[src/rtl/nav_arbiter.sv]
// Arbitrates the shared navigation datapath between the command processor and the maze solver.
// Latches the winning heading, forwards start pulses, routes completion to the owner, and guards against stuck operations with a watchdog.
module nav_arbiter #(
  parameter int TMO_W   = 20,
  parameter int TMO_CYC = 1000000
) (
  input  logic        clk,
  input  logic        rst,
  input  logic        cmd_md,
  input  logic        cmd_strt_hdng,
  input  logic        cmd_strt_mv,
  input  logic [11:0] cmd_dsrd_hdng,
  input  logic        slv_strt_hdng,
  input  logic        slv_strt_mv,
  input  logic [11:0] slv_dsrd_hdng,
  input  logic        nav_mv_cmplt,
  input  logic        clr_fault,
  output logic        nav_strt_hdng,
  output logic        nav_strt_mv,
  output logic [11:0] nav_dsrd_hdng,
  output logic        cmd_mv_cmplt,
  output logic        slv_mv_cmplt,
  output logic        busy,
  output logic        req_drop,
  output logic        fault
);

  typedef enum logic [1:0] {
    IDLE      = 2'd0,
    HDNG_BUSY = 2'd1,
    MV_BUSY   = 2'd2,
    FAULT     = 2'd3
  } state_t;

  localparam logic [TMO_W-1:0] TMO_LAST = TMO_W'(TMO_CYC - 1);
  localparam logic [TMO_W-1:0] WDOG_ONE = TMO_W'(1);

  state_t           state_r;
  logic             owner_r;   // 1 = command processor, 0 = solver
  logic [TMO_W-1:0] wdog_r;

  logic        sel_hdng_s;
  logic        sel_mv_s;
  logic [11:0] sel_dsrd_s;
  logic        unsel_any_s;
  logic        any_strt_s;

  // Pick the requester that cmd_md currently grants and flag requests from the other one.
  always_comb begin
    sel_hdng_s  = 1'b0;
    sel_mv_s    = 1'b0;
    sel_dsrd_s  = 12'h000;
    unsel_any_s = 1'b0;
    any_strt_s  = cmd_strt_hdng | cmd_strt_mv | slv_strt_hdng | slv_strt_mv;
    if (cmd_md) begin
      sel_hdng_s  = cmd_strt_hdng;
      sel_mv_s    = cmd_strt_mv;
      sel_dsrd_s  = cmd_dsrd_hdng;
      unsel_any_s = slv_strt_hdng | slv_strt_mv;
    end else begin
      sel_hdng_s  = slv_strt_hdng;
      sel_mv_s    = slv_strt_mv;
      sel_dsrd_s  = slv_dsrd_hdng;
      unsel_any_s = cmd_strt_hdng | cmd_strt_mv;
    end
  end

  // Operation FSM with watchdog; every output is a flop so pulses appear one cycle after their cause.
  always_ff @(posedge clk or posedge rst) begin
    if (rst) begin
      state_r       <= IDLE;
      owner_r       <= 1'b0;
      wdog_r        <= '0;
      nav_strt_hdng <= 1'b0;
      nav_strt_mv   <= 1'b0;
      nav_dsrd_hdng <= 12'h000;
      cmd_mv_cmplt  <= 1'b0;
      slv_mv_cmplt  <= 1'b0;
      busy          <= 1'b0;
      req_drop      <= 1'b0;
      fault         <= 1'b0;
    end else begin
      nav_strt_hdng <= 1'b0;
      nav_strt_mv   <= 1'b0;
      cmd_mv_cmplt  <= 1'b0;
      slv_mv_cmplt  <= 1'b0;
      req_drop      <= 1'b0;
      case (state_r)
        IDLE: begin
          // A simultaneous move from the granted source loses to the heading change.
          req_drop <= unsel_any_s | (sel_hdng_s & sel_mv_s);
          if (sel_hdng_s) begin
            nav_strt_hdng <= 1'b1;
            nav_dsrd_hdng <= sel_dsrd_s;
            owner_r       <= cmd_md;
            wdog_r        <= '0;
            busy          <= 1'b1;
            state_r       <= HDNG_BUSY;
          end else if (sel_mv_s) begin
            nav_strt_mv <= 1'b1;
            owner_r     <= cmd_md;
            wdog_r      <= '0;
            busy        <= 1'b1;
            state_r     <= MV_BUSY;
          end else begin
            busy <= 1'b0;
          end
        end
        HDNG_BUSY, MV_BUSY: begin
          req_drop <= any_strt_s;
          if (nav_mv_cmplt) begin
            cmd_mv_cmplt <= owner_r;
            slv_mv_cmplt <= ~owner_r;
            busy         <= 1'b0;
            state_r      <= IDLE;
          end else if (wdog_r == TMO_LAST) begin
            fault   <= 1'b1;
            busy    <= 1'b0;
            state_r <= FAULT;
          end else begin
            wdog_r <= wdog_r + WDOG_ONE;
          end
        end
        FAULT: begin
          req_drop <= any_strt_s;
          busy     <= 1'b0;
          if (clr_fault) begin
            fault   <= 1'b0;
            state_r <= IDLE;
          end else begin
            fault <= 1'b1;
          end
        end
        default: begin
          busy    <= 1'b0;
          state_r <= IDLE;
        end
      endcase
    end
  end

endmodule
[config.mk]
export PLATFORM = sky130hd
export DESIGN_NAME = nav_arbiter
export DESIGN_NICKNAME = d
export VERILOG_FILES = /design/src/rtl/nav_arbiter.sv
export SDC_FILE = /design/constraint.sdc
export NUM_CORES = 1
export LEC_CHECK = 0
export BUFFER_PORTS_ARGS = -buffer_cell sky130_fd_sc_hd__buf_2
export CELL_PAD_IN_SITES_DETAIL_PLACEMENT = 0
export CELL_PAD_IN_SITES_GLOBAL_PLACEMENT = 1
export CORE_MARGIN = 3
export CORE_UTILIZATION = 43
export DETAILED_ROUTE_END_ITERATION = 16
export PLACE_DENSITY = 0.89
export RECOVER_POWER = 25
export SETUP_SLACK_MARGIN = 0.4
export SYNTH_ARGS = -nofsm -noshare
export SYNTH_HDL_FRONTEND = slang
export SYNTH_SLANG_ARGS = --single-unit
[constraint.sdc]
create_clock -name clk -period 4 [get_ports clk]
set_clock_uncertainty 0.05 [all_clocks]
set_input_delay 0.4 -clock clk [delete_from_list [all_inputs] [get_ports clk]]
set_output_delay 0.4 -clock clk [all_outputs]
set_load 0.02 [all_outputs]
==> summary.md <==
The flow ran to the end, but the final reports show violations. The run gives 3050 ps as the critical path data arrival time. The checks that failed: max-capacitance violations, max-slew violations. Setup repair after global routing left no endpoint under its margin. The logs give 0 for the initial antenna violation count and 2280 µm² for the cell area after synthesis. In the final design database the tool counted 334 nets.

The share of async-settable or async-resettable flops after synthesis was 1.00. Share of the clock period used by the worst path: 0.721. The number of different library cells in the post-synthesis netlist is 50, and the timing-limited maximum frequency is 347 MHz. The area growth from synthesis to layout is 19.0%.

Wires add up to 5460 µm. Post-synthesis register bit count: 42. The tools report the register area share after synthesis as 0.462. The number of hold buffers added after CTS was 0; the post-cts gate resize count was 0. The number of synthesized flops with an enable pin is 0. The global-route congestion overflow total came out at 0. By startpoint and endpoint, the worst setup path is classified as flip-flop to flip-flop. In this run the number of H-tree levels came out at 2.

The number of buffers on the longest clock path was 2. The mean number of vias per cell works out to 5.67. Once detailed placement completed, the half-perimeter wirelength came to 3950 µm.

After detailed placement, the design holds a cell count of 358. Summing all placed instances gives a cell area of 2570 µm². The worst setup path is captured at a flip-flop. Input and output buffers added on the ports amount to 51. The buffer cell driving the clock tree root was sky130_fd_sc_hd__clkbuf_8. For the post-synthesis cell count, the log shows 249.

The repair_antennas step left the layout with diodes totalling 0. Entering global routing, the biggest net connects 43 pins. In this run the standard cell core region covers 4910 µm². In the final timing run, aggregate negative setup slack is 0 ps.

52 I/O pins were placed. The post-CTS setup repair buffer count is 0, and the number of nets produced by synthesis is 285. Power spread over the standard cell area amounts to 667 nW/µm². The top-area cell type share of the netlist area was 0.462; the row count was 25. The floorplan step set the die height to 78.8 µm. In the final routed layout, each cell accounts on average for 14.9 µm. The clock reaches the later pin of the worst-skew pair after 300 ps.

The run gives 0.463 as the initial cell density of the core. At the end of routability-driven placement, the weighted congestion stood at 0.880. For this run, the detailed router's first-pass iteration total came to 5.

Number of design rule violations left after detail routing: 0. STA classifies the critical path startpoint as a flip-flop. For the total die area, the log shows 6200 µm². The total clock buffers created by CTS is 5, and the register clock-pin slew on the reported worst setup and hold paths is 80 ps. The slew at the pin closest to its max-slew limit was 2240 ps. A synthesized cell averages 9.14 µm². Post-synthesis cell type with the largest combined area: sky130_fd_sc_hd__dfrtp_1. DRC marker count from the first detailed-route iteration: 116. STA puts the critical path data required time at 4160 ps. sky130_fd_sc_hd__dfrtp_1 is the most common cell in the netlist.

The number of maximum-capacitance constraint violations was 1. The wire length of the first global-routing pass is 9350 µm, and the maximum fanout along the worst path is 18. The post-route non-filler standard cell count was 366; the share of post-route cells with drive strength above 1 was 0.237. Class of the most critical hold timing path: input pin to flip-flop. Power comes to 1810 µW.

The run gives -0.496 as the max-slew headroom at the worst pin. In this run the remaining antenna-violating nets after routing total 0. Ranked by instance count, the synthesized netlist is headed by 42 x sky130_fd_sc_hd__dfrtp_1, 28 x sky130_fd_sc_hd__nand2_1, 25 x sky130_fd_sc_hd__o21ai_0, 14 x sky130_fd_sc_hd__nor2_1, 13 x sky130_fd_sc_hd__inv_1. Yosys printed 0 warnings. The tools report the aggregate global-route resource usage as 0.187. TritonCTS built the clock tree. Summing over every cut layer, the via total after detailed routing is 2076.

Flip-flop cell with the highest count after synthesis: sky130_fd_sc_hd__dfrtp_1. For this design the static power due to leakage is 0.00128 µW. The number of hold-slack violations in the final timing report is 0. The tools report the number of global-route vias before repair as 1978. The minimum clock period came out at 2880 ps. The tree built by TritonCTS fans out to 42 sinks.

Setup violations remaining at the end of the flow were counted as 0. The highest ir drop seen on vdd was 628 µV. Final number of max-transition violations: 43. Yosys attributes the largest share of cell area to sky130_fd_sc_hd__dfrtp_1 46%, sky130_fd_sc_hd__o21ai_0 5.5%, sky130_fd_sc_hd__mux2i_1 5.3%, sky130_fd_sc_hd__nand2_1 4.6%, sky130_fd_sc_hd__o21ai_1 2.6%.

Post-route cell area: 2710 µm². The die boundary width works out to 78.8 µm.
[cell families (layout without fill, tap and decap cells)]
family	after synthesis	in the layout	synth area share
and+or+nand+nor	94	94	0.217
AOI/OAI and AO/OA	72	72	0.192
DFF	42	42	0.462
muxes	15	15	0.0676
buffers and inverters	23	73	0.0451
adders and majority gates	3	3	0.0165
[where the power goes]
part           leakage (µW)  internal, µW  switching (µW)
registers          0.000548           540            69.6
logic              0.000662           255             528
clock network     0.0000714           266             148
total               0.00128          1060             746
[path summary, 6_finish.rpt]
path | end | cells after the start | slack (ps) | startpoint
max | wdog_r[4] | 6 | 1120 | state_r[0]
min in group asynchronous | nav_strt_hdng | 3 | 870 | rst
max in group asynchronous | wdog_r[8] | 3 | 1760 | rst
min | fault | 2 | 270 | clr_fault
max reg2reg | wdog_r[4] | 6 | 1120 | state_r[0]
min reg2reg | slv_mv_cmplt | 1 | 410 | owner_r
[sequential cells by signal (all words and copies together), names as in the netlist]
register	count
wdog_r	20
nav_dsrd_hdng	12
state_r	2
busy	1
cmd_mv_cmplt	1
fault	1
nav_strt_hdng	1
nav_strt_mv	1
owner_r	1
req_drop	1
slv_mv_cmplt	1
[placed cells by master, fill, tap and decap left out, types with 3 or more instances in the layout]
cell                        n
sky130_fd_sc_hd__inv_1     13
sky130_fd_sc_hd__clkbuf_8   6
sky130_fd_sc_hd__nor2_1    14
sky130_fd_sc_hd__and3_1     6
sky130_fd_sc_hd__o21ai_0   25
sky130_fd_sc_hd__nand3_1   10
sky130_fd_sc_hd__a31oi_1    6
sky130_fd_sc_hd__nor3_1     5
sky130_fd_sc_hd__dfrtp_1   42
sky130_fd_sc_hd__or3_1      3
sky130_fd_sc_hd__mux2i_1   12
sky130_fd_sc_hd__a21oi_1   11
sky130_fd_sc_hd__buf_2     51
sky130_fd_sc_hd__ha_1       3
sky130_fd_sc_hd__nand2_1   28
sky130_fd_sc_hd__nand4_1    8
sky130_fd_sc_hd__o21ai_1   12
sky130_fd_sc_hd__mux2_2     3
[per-layer routing]
metal / part of all wire / global-route usage
met3: 0.059 / 0.0363
met5: 0 / 0
met4: 0.012 / 0.0559
met2: 0.47 / 0.300
met1: 0.46 / 0.258
[worst max-delay path, stage by stage, from the launching register on]
cell	delay [ps]
sky130_fd_sc_hd__dfrtp_1	390
sky130_fd_sc_hd__inv_1	60
sky130_fd_sc_hd__ha_1	630
sky130_fd_sc_hd__nor2b_1	590
sky130_fd_sc_hd__nand3_1	420
sky130_fd_sc_hd__or4_1	560
sky130_fd_sc_hd__o21ai_0	90
[cell type report]
class                   count  area (µm²)
multi-input cells         184        1120
flip-flops and latches     42        1050
fillers                   483        2200
clock inverters             2        60.1
clock buffers               6        82.6
inverters                  13        48.8
repair buffers             52         259
well taps                  67        83.8
[metrics by stage]
stage	setup WS [ps]	utilization	hold WS [ps]
2_1_floorplan	2010	-	365
3_3_place_gp	1340	0.523	395
3_5_place_dp	1230	0.523	398
4_1_cts	1180	0.552	198
5_1_grt	904	0.551	264
6_report	1120	0.551	266
Power figures use the tool's default switching activity.
